<file path="config.mk">
export PLATFORM = sky130hd
export DESIGN_NAME = unary_adder_sequencer_flat
export DESIGN_NICKNAME = d
export VERILOG_FILES = /design/src/rtl/unary_adder_sequencer_if.sv /design/src/rtl/unary_adder_sequencer.sv /design/src/flat_wrapper.sv
export SDC_FILE = /design/constraint.sdc
export NUM_CORES = 1
export LEC_CHECK = 0
export CORE_ASPECT_RATIO = 0.75
export CORE_UTILIZATION = 58
export CTS_BUF_LIST = sky130_fd_sc_hd__clkbuf_4
export DETAILED_ROUTE_END_ITERATION = 7
export GPL_TIMING_DRIVEN = 0
export PLACE_DENSITY = 0.87
export SLEW_MARGIN = 15
export SYNTH_ARGS = -nofsm -noshare
export SYNTH_HDL_FRONTEND = slang
export SYNTH_SLANG_ARGS = --single-unit
</file>
<file path="constraint.sdc">
create_clock -name i_clk -period 3.4 [get_ports i_clk]
set_input_delay 0.68 -clock i_clk [delete_from_list [all_inputs] [get_ports i_clk]]
set_output_delay 0.68 -clock i_clk [all_outputs]
set_load 0.01 [all_outputs]
</file>
<file path="src/rtl/unary_adder_sequencer_if.sv">
// ---------------------------------------------------------------------------
// unary_adder_sequencer_if
//
// Purpose: bundles the control-side start/operand/result signals and the
// unary adder drive/return signals of unary_adder_sequencer into one port.
//
// Signals (as seen from the sequencer through the slave modport):
//   start, abort         in   operation request / cancel
//   a_val, b_val         in   binary operand ones counts
//   busy                 out  high whenever the sequencer is not idle
//   result_valid         out  one-cycle result pulse
//   result_ones          out  captured adder output ones
//   result_bits          out  captured adder output bits that were valid
//   add_rst_n            out  adder active-low reset
//   add_a, add_b         out  unary operand bits
//   add_ready            out  {b, a} bit-present strobes
//   add_valid, add_y     in   adder output valid / output bit
//
// The master modport is the view of whoever drives the requests and models
// the adder (the surrounding datapath, or a testbench).
// ---------------------------------------------------------------------------
interface unary_adder_sequencer_if #(
  parameter int INPUT_WIDTH = 32,
  parameter int COUNT_WIDTH = $clog2(INPUT_WIDTH + 1)
);

  logic                   start;
  logic                   abort;
  logic [COUNT_WIDTH-1:0] a_val;
  logic [COUNT_WIDTH-1:0] b_val;
  logic                   busy;
  logic                   result_valid;
  logic [COUNT_WIDTH-1:0] result_ones;
  logic [COUNT_WIDTH-1:0] result_bits;
  logic                   add_rst_n;
  logic                   add_a;
  logic                   add_b;
  logic [1:0]             add_ready;
  logic                   add_valid;
  logic                   add_y;

  modport slave (
    input  start, abort, a_val, b_val, add_valid, add_y,
    output busy, result_valid, result_ones, result_bits,
           add_rst_n, add_a, add_b, add_ready
  );

  modport master (
    output start, abort, a_val, b_val, add_valid, add_y,
    input  busy, result_valid, result_ones, result_bits,
           add_rst_n, add_a, add_b, add_ready
  );

endinterface

</file>
<file path="src/rtl/unary_adder_sequencer.sv">
// ---------------------------------------------------------------------------
// unary_adder_sequencer
//
// Purpose: runs one scaled unary addition through a two-input unary adder.
// On an accepted start it latches (and clamps) two binary operands, resets
// the adder for one cycle, streams each operand as an INPUT_WIDTH-bit unary
// bitstream into the adder, and counts the adder's valid output bits (and
// the ones among them) back into binary results.
//
// Ports:
//   i_clk     single clock, rising edge
//   i_reset   synchronous active-high reset
//   io_bus    unary_adder_sequencer_if.slave (control + adder signals)
//
// Build option:
//   UNARY_SEQ_INTERLEAVE_EN  when defined, operands are emitted in spread
//                            order using a per-operand accumulator; when
//                            undefined, thermometer order (ones first).
// ---------------------------------------------------------------------------
module unary_adder_sequencer #(
  parameter int INPUT_WIDTH = 32,
  parameter int COUNT_WIDTH = $clog2(INPUT_WIDTH + 1)
) (
  input  logic                        i_clk,
  input  logic                        i_reset,
  unary_adder_sequencer_if.slave      io_bus
);

  localparam logic [COUNT_WIDTH-1:0] LP_N    = COUNT_WIDTH'(INPUT_WIDTH);
  localparam logic [COUNT_WIDTH-1:0] LP_LAST = COUNT_WIDTH'(INPUT_WIDTH - 1);

  localparam logic [2:0] S_IDLE   = 3'd0;
  localparam logic [2:0] S_CLEAR  = 3'd1;
  localparam logic [2:0] S_STREAM = 3'd2;
  localparam logic [2:0] S_FLUSH  = 3'd3;
  localparam logic [2:0] S_DONE   = 3'd4;

  logic [2:0]             r_state;
  logic [COUNT_WIDTH-1:0] r_k;
  logic [COUNT_WIDTH-1:0] r_a_lat;
  logic [COUNT_WIDTH-1:0] r_b_lat;
  logic                   r_cap_en;
  logic [COUNT_WIDTH-1:0] r_res_ones;
  logic [COUNT_WIDTH-1:0] r_res_bits;
  logic                   r_busy;
  logic                   r_result_valid;
  logic                   r_add_rst_n;
  logic                   r_add_a;
  logic                   r_add_b;
  logic [1:0]             r_add_ready;

  logic [2:0]             w_next_state;
  logic                   w_accept;
  logic                   w_emit;
  logic                   w_capture;
  logic                   w_bit_a;
  logic                   w_bit_b;
  logic [COUNT_WIDTH-1:0] w_a_clamp;
  logic [COUNT_WIDTH-1:0] w_b_clamp;

  // Operands above the stream length cannot be represented in the stream,
  // so they saturate at INPUT_WIDTH before being latched.
  assign w_a_clamp = (io_bus.a_val > LP_N) ? LP_N : io_bus.a_val;
  assign w_b_clamp = (io_bus.b_val > LP_N) ? LP_N : io_bus.b_val;

  // Next-state logic. Abort overrides every transition outside IDLE, and in
  // IDLE it also suppresses a simultaneous start.
  always_comb begin
    w_next_state = r_state;
    case (r_state)
      S_IDLE:   if (io_bus.start && !io_bus.abort) w_next_state = S_CLEAR;
      S_CLEAR:  w_next_state = S_STREAM;
      S_STREAM: if (r_k == LP_LAST) w_next_state = S_FLUSH;
      S_FLUSH:  w_next_state = S_DONE;
      S_DONE:   w_next_state = S_IDLE;
      default:  w_next_state = S_IDLE;
    endcase
    if ((r_state != S_IDLE) && io_bus.abort) begin
      w_next_state = S_IDLE;
    end
  end

  assign w_accept = (r_state == S_IDLE) && (w_next_state == S_CLEAR);

  // Every output is registered from the next state, so the stream bit for
  // STREAM cycle k is computed on the edge that enters that cycle.
  assign w_emit = (w_next_state == S_STREAM);

  // Samples are only counted while an operation is actually in flight; the
  // capture-enable copy of add_ready still lingers for one cycle after an
  // abort and must not disturb the partial result.
  assign w_capture = r_cap_en && io_bus.add_valid &&
                     ((r_state == S_STREAM) || (r_state == S_FLUSH));

`ifdef UNARY_SEQ_INTERLEAVE_EN
  localparam logic [COUNT_WIDTH:0] LP_N_ACC = {1'b0, LP_N};

  logic [COUNT_WIDTH:0] r_acc_a;
  logic [COUNT_WIDTH:0] r_acc_b;
  logic [COUNT_WIDTH:0] w_sum_a;
  logic [COUNT_WIDTH:0] w_sum_b;

  // Spread emission: a fractional accumulator overflows exactly val times in
  // INPUT_WIDTH steps, each overflow producing a one.
  assign w_sum_a = r_acc_a + {1'b0, r_a_lat};
  assign w_sum_b = r_acc_b + {1'b0, r_b_lat};
  assign w_bit_a = (w_sum_a >= LP_N_ACC);
  assign w_bit_b = (w_sum_b >= LP_N_ACC);

  // Accumulators start from zero for each operation and step once per
  // emitted stream bit.
  always_ff @(posedge i_clk) begin
    if (i_reset) begin
      r_acc_a <= '0;
      r_acc_b <= '0;
    end else if (w_accept) begin
      r_acc_a <= '0;
      r_acc_b <= '0;
    end else if (w_emit) begin
      r_acc_a <= w_bit_a ? (w_sum_a - LP_N_ACC) : w_sum_a;
      r_acc_b <= w_bit_b ? (w_sum_b - LP_N_ACC) : w_sum_b;
    end
  end
`else
  logic [COUNT_WIDTH-1:0] w_k_emit;

  // Thermometer emission: the index of the STREAM cycle being entered is
  // compared against each operand, so the ones come first.
  assign w_k_emit = (r_state == S_STREAM) ? (r_k + 1'b1) : '0;
  assign w_bit_a  = (w_k_emit < r_a_lat);
  assign w_bit_b  = (w_k_emit < r_b_lat);
`endif

  // Main sequencing registers: state, stream index, latched operands, the
  // registered adder drive and the status outputs.
  always_ff @(posedge i_clk) begin
    if (i_reset) begin
      r_state        <= S_IDLE;
      r_k            <= '0;
      r_a_lat        <= '0;
      r_b_lat        <= '0;
      r_cap_en       <= 1'b0;
      r_busy         <= 1'b0;
      r_result_valid <= 1'b0;
      r_add_rst_n    <= 1'b0;
      r_add_a        <= 1'b0;
      r_add_b        <= 1'b0;
      r_add_ready    <= 2'b00;
    end else begin
      r_state        <= w_next_state;
      r_busy         <= (w_next_state != S_IDLE);
      r_result_valid <= (w_next_state == S_DONE);
      r_add_rst_n    <= (w_next_state != S_CLEAR);
      r_add_ready    <= w_emit ? 2'b11 : 2'b00;
      r_add_a        <= w_emit & w_bit_a;
      r_add_b        <= w_emit & w_bit_b;
      r_cap_en       <= (r_add_ready != 2'b00);
      if (w_accept) begin
        r_a_lat <= w_a_clamp;
        r_b_lat <= w_b_clamp;
        r_k     <= '0;
      end else if ((r_state == S_STREAM) && w_emit) begin
        r_k <= r_k + 1'b1;
      end
    end
  end

  // Result counters are cleared on entry to CLEAR and otherwise only move on
  // captured samples; they saturate so a misbehaving adder cannot wrap them.
  always_ff @(posedge i_clk) begin
    if (i_reset) begin
      r_res_ones <= '0;
      r_res_bits <= '0;
    end else if (w_accept) begin
      r_res_ones <= '0;
      r_res_bits <= '0;
    end else if (w_capture) begin
      if (r_res_bits != LP_N) begin
        r_res_bits <= r_res_bits + 1'b1;
      end
      if (io_bus.add_y && (r_res_ones != LP_N)) begin
        r_res_ones <= r_res_ones + 1'b1;
      end
    end
  end

  assign io_bus.busy         = r_busy;
  assign io_bus.result_valid = r_result_valid;
  assign io_bus.result_ones  = r_res_ones;
  assign io_bus.result_bits  = r_res_bits;
  assign io_bus.add_rst_n    = r_add_rst_n;
  assign io_bus.add_a        = r_add_a;
  assign io_bus.add_b        = r_add_b;
  assign io_bus.add_ready    = r_add_ready;

endmodule
</file>
<file path="src/flat_wrapper.sv">
// flat-port wrapper written by rule: the top's interface ports become plain ports
module unary_adder_sequencer_flat 
#(
  parameter int INPUT_WIDTH = 32,
  parameter int COUNT_WIDTH = $clog2(INPUT_WIDTH + 1)
)
  (i_clk, i_reset, io_bus_start, io_bus_abort, io_bus_a_val, io_bus_b_val, io_bus_add_valid, io_bus_add_y, io_bus_busy, io_bus_result_valid, io_bus_result_ones, io_bus_result_bits, io_bus_add_rst_n, io_bus_add_a, io_bus_add_b, io_bus_add_ready);
  unary_adder_sequencer_if #(.INPUT_WIDTH(INPUT_WIDTH), .COUNT_WIDTH(COUNT_WIDTH)) io_bus_i ();
  input  logic i_clk;
  input  logic i_reset;
  input wire logic [$bits(io_bus_i.start)-1:0] io_bus_start;
  input wire logic [$bits(io_bus_i.abort)-1:0] io_bus_abort;
  input wire logic [$bits(io_bus_i.a_val)-1:0] io_bus_a_val;
  input wire logic [$bits(io_bus_i.b_val)-1:0] io_bus_b_val;
  input wire logic [$bits(io_bus_i.add_valid)-1:0] io_bus_add_valid;
  input wire logic [$bits(io_bus_i.add_y)-1:0] io_bus_add_y;
  output wire logic [$bits(io_bus_i.busy)-1:0] io_bus_busy;
  output wire logic [$bits(io_bus_i.result_valid)-1:0] io_bus_result_valid;
  output wire logic [$bits(io_bus_i.result_ones)-1:0] io_bus_result_ones;
  output wire logic [$bits(io_bus_i.result_bits)-1:0] io_bus_result_bits;
  output wire logic [$bits(io_bus_i.add_rst_n)-1:0] io_bus_add_rst_n;
  output wire logic [$bits(io_bus_i.add_a)-1:0] io_bus_add_a;
  output wire logic [$bits(io_bus_i.add_b)-1:0] io_bus_add_b;
  output wire logic [$bits(io_bus_i.add_ready)-1:0] io_bus_add_ready;
  assign io_bus_i.start = io_bus_start;
  assign io_bus_i.abort = io_bus_abort;
  assign io_bus_i.a_val = io_bus_a_val;
  assign io_bus_i.b_val = io_bus_b_val;
  assign io_bus_i.add_valid = io_bus_add_valid;
  assign io_bus_i.add_y = io_bus_add_y;
  assign io_bus_busy = io_bus_i.busy;
  assign io_bus_result_valid = io_bus_i.result_valid;
  assign io_bus_result_ones = io_bus_i.result_ones;
  assign io_bus_result_bits = io_bus_i.result_bits;
  assign io_bus_add_rst_n = io_bus_i.add_rst_n;
  assign io_bus_add_a = io_bus_i.add_a;
  assign io_bus_add_b = io_bus_i.add_b;
  assign io_bus_add_ready = io_bus_i.add_ready;
  unary_adder_sequencer #(.INPUT_WIDTH(INPUT_WIDTH), .COUNT_WIDTH(COUNT_WIDTH)) u_core (.i_clk(i_clk), .i_reset(i_reset), .io_bus(io_bus_i));
endmodule
</file>
==> key figures <==
STA
  • Slew @ Worst Pin: 0.415 ns
  • Max-slew violations: 0
  • Max_slew headroom: 71.9%
  • Final-report hold violation count: 0
  • # setup viols final: 0
  • Final Skew: 0.0169 ns
  • Max Freq: 0.460 GHz
  • Hold Worst Slack: 0.462 ns
  • Total negative slack: 0 ns
  • Final cycle utilization of the critical path: 63.9%
  • RSZ-0062 raised after global routing: no
  • Final min period: 2.17 ns
  • Final WS setup: 1.23 ns

Critical path
  • CP top delay family: compound AO/OA/AOI/OAI gates
  • CP Cell Sequence: buf_4, or3b_1, buf_2, nor2_1, ha_1, a21o_1, a21o_1, a21oi_1, o211a_1
  • WP data required: 3.70 ns
  • Crit path DAT: 2.47 ns
  • Critical Path Source Type: register
  • Crit path max fanout: 9
  • CP bufs+invs: 2
  • Slowest Stage Delay on Critical Path: 0.34 ns
  • Crit-path slowest cell: or3b_1
  • Setup CP Type: register to register
  • CP dominant cell by count: a21o_1
  • Critical Path Sink Type: register

Logic synthesis
  • Synth Instances: 228
  • Syn avg cell area: 8.81 sq um
  • Sequential fraction of the synthesis area: 39.9%
  • Top post-synthesis cells by area: dfxtp_1, ha_1, a21oi_1
  • Synth warn: 0
  • Mapped Area: 2010 sq um
  • Synth Register Bits: 40
  • Synth area leader: dfxtp_1
  • Synth unique cells: 38
  • Post-synth net total: 261
  • Top cell type's share of synthesized area: 39.9%

Clock tree
  • Clock-pin slew on the worst setup and hold paths: 0.12 ns
  • Post-CTS setup buffers: 0
  • CTS tree: yes
  • CTS sink cnt: 40
  • H-tree depth: 2
  • Hold buffer count at cts: 0
  • Clock insertion delay at the later pin of the skew report: 0.36 ns
  • CTS Buffer Depth: 2
  • CTS Buf Count: 5
  • CTS Root Cell: clkbuf_4
  • Post-cts sizing count: 0

Routing
  • DR iter-0 viols: 54
  • Drt total wl: 3.93 mm
  • # DRC: 0
  • DRT Pass-1 Iters: 4
  • Via/cell ratio: 5.21
  • WL per Instance: 12.6 um
  • Vias: 1627
  • Routed Antenna Nets: 0

Die
  • Cell Rows: 18
  • Starting Density: 61.1%
  • I/O pins: 37
  • Core area: 3290 sq um
  • Die Wd: 69.9 um
  • DIE AREA: 3700 sq um
  • Die Ht: 53.0 um

Final layout
  • Final core utilization: 76.0%
  • Cell area after layout: 2500 sq um
  • Nets: 304
  • Ant diodes: 0
  • Fraction of layout cells with a size suffix above 1: 7.72%
  • Area growth syn-to-layout: 24.4%
  • Non-Filler Instances: 312

Global route
  • Grt total ovfl: 0
  • Largest net degree at the start of global routing: 13
  • Total GRT Usage: 23.2%
  • Vias in the first global route: 1500
  • Initial antenna violation count: 0
  • First-pass GRT wire length: 6.68 mm

Flow run
  • Maxcap violations: 0

Pwr
  • Comb pwr share: 8.0%
  • Switching Share: 22.4%
  • Int Power: 675 uW
  • Total power: 869 uW
  • Sequential power share: 55.3%
  • Clk network pwr share: 36.6%
  • Maximum VDD drop: 0.000281 V
  • Static Leak: 1.00 nW
  • Sw power: 194 uW
  • P per Cell Area: 348 nW/um^2

Place
  • Dpl hpwl: 3.05 mm
  • Port bufs: 36
  • Placed Area: 2420 sq um
  • GPL Wtd Cong: 0.814
  • Post-place setup slack: 1.13 ns
  • Placed insts: 304

Run status
  • Outcome: finished clean

Min path
  • Worst Hold Class: register to register
==> power by group through the flow <==
stage | Sequential (mW) | Clock [mW] | Combinational (mW)
after floorplan | 0.491 | 0 | 0.0333
after global placement | 0.491 | 0 | 0.0686
after detailed placement | 0.491 | 0 | 0.0696
after CTS | 0.481 | 0.325 | 0.0700
after global routing | 0.482 | 0.343 | 0.0781
final | 0.481 | 0.318 | 0.0697
==> cells in the mapped netlist (all sizes together) <==
cell    instances
o211a           2
dfxtp          40
inv            19
xor2            9
nor2           27
and2            1
a21o            4
buf             6
nor4b           3
mux2i           3
xnor2           8
nand2b          3
or3b            1
or3             2
and3            3
a21oi          22
nand3           5
a211oi          2
nand3b         12
clkbuf          3
o21ai           4
nand2          17
nand4           5
a21bo           1
ha             15
o21bai          1
o211ai          2
nand4b          1
nor2b           1
and4b           1
nor3            5
==> worst min-delay path: stages, from the launching register on <==
cell	delay [ns]
dfxtp_1	0.32
nand2_1	0.05
a21oi_1	0.05
==> registers in the layout, indices dropped and copies added, names as in the netlist <==
| register | flops |
|---|---|
| u_core.io_bus.add_ready | 1 |
| u_core.io_bus.add_a | 1 |
| u_core.r_b_lat | 6 |
| u_core.io_bus.result_ones | 6 |
| u_core.io_bus.result_valid | 1 |
| u_core.r_state | 3 |
| u_core.io_bus.result_bits | 6 |
| u_core.r_k | 6 |
| u_core.io_bus.add_rst_n | 1 |
| u_core.r_a_lat | 6 |
| u_core.io_bus.add_b | 1 |
| u_core.io_bus.busy | 1 |
| u_core.r_cap_en | 1 |
==> layout make-up <==
class	instances	area (sq um)
plain buffers	9	46.3
fillers	242	790
inverters	19	71.3
repair buffers	36	360
multi-input cells	160	1090
well taps	40	50.0
clock buffers	6	45.0
clock inverters	2	35.0
flip-flops and latches	40	801
==> layer usage <==
layer  GRT usage, %  vias up  routed length (um)
met1           33.1      728                2050
met5              0        -                   0
met2           34.3       32                1690
met3           5.14        4                 151
met4           8.00        0                  34
li1               -      863                   -
==> kinds of logic (layout without fill, tap and decap cells) <==
logic type,after synthesis,after routing,share of synthesized area (%)
xor+xnor,17,17,7.41
fa+ha+maj,15,15,9.35
flops,40,40,39.9
simple gates,87,87,24.1
mux,3,3,1.50
compound gates,38,38,12.0
buf+inv,28,72,5.86
==> placed cells by master, fill, tap and decap left out, types with 2 or more instances in the layout <==
| cell | synthesis | final |
|---|---|---|
| dfxtp_1 | 40 | 40 |
| nand2b_1 | 3 | 3 |
| nor2_1 | 27 | 27 |
| o211a_1 | 2 | 2 |
| or3_1 | 2 | 2 |
| o211ai_1 | 2 | 2 |
| a21oi_1 | 21 | 21 |
| o21ai_1 | 2 | 2 |
| xor2_1 | 9 | 9 |
| and3_1 | 3 | 3 |
| nor3_1 | 5 | 5 |
| inv_1 | 18 | 18 |
| clkbuf_4 | 0 | 6 |
| nand3_1 | 5 | 5 |
| mux2i_1 | 3 | 3 |
| nor4b_1 | 2 | 2 |
| nand2_1 | 17 | 17 |
| buf_2 | 4 | 4 |
| xnor2_1 | 8 | 8 |
| a21o_1 | 4 | 4 |
| nand4_1 | 5 | 5 |
| ha_1 | 15 | 15 |
| nand3b_1 | 12 | 12 |
| clkdlybuf4s50_1 | 0 | 36 |
| clkbuf_1 | 3 | 3 |
| buf_4 | 2 | 2 |
==> worst paths after layout <==
| kind | from | to | slack, ns | cells after the start |
|---|---|---|---|---|
| min | u_core.r_b_lat[1]$_SDFFE_PP0P_ | u_core.r_b_lat[1]$_SDFFE_PP0P_ | 0.46 | 2 |
| max reg2reg | u_core.r_state[1]$_SDFF_PP0_ | u_core.io_bus.add_b$_SDFF_PP0_ | 1.23 | 9 |
| max | u_core.r_state[1]$_SDFF_PP0_ | u_core.io_bus.add_b$_SDFF_PP0_ | 1.23 | 9 |
| min reg2reg | u_core.r_b_lat[1]$_SDFFE_PP0P_ | u_core.r_b_lat[1]$_SDFFE_PP0P_ | 0.46 | 2 |
Note: power is estimated with default switching activity, not from simulation.
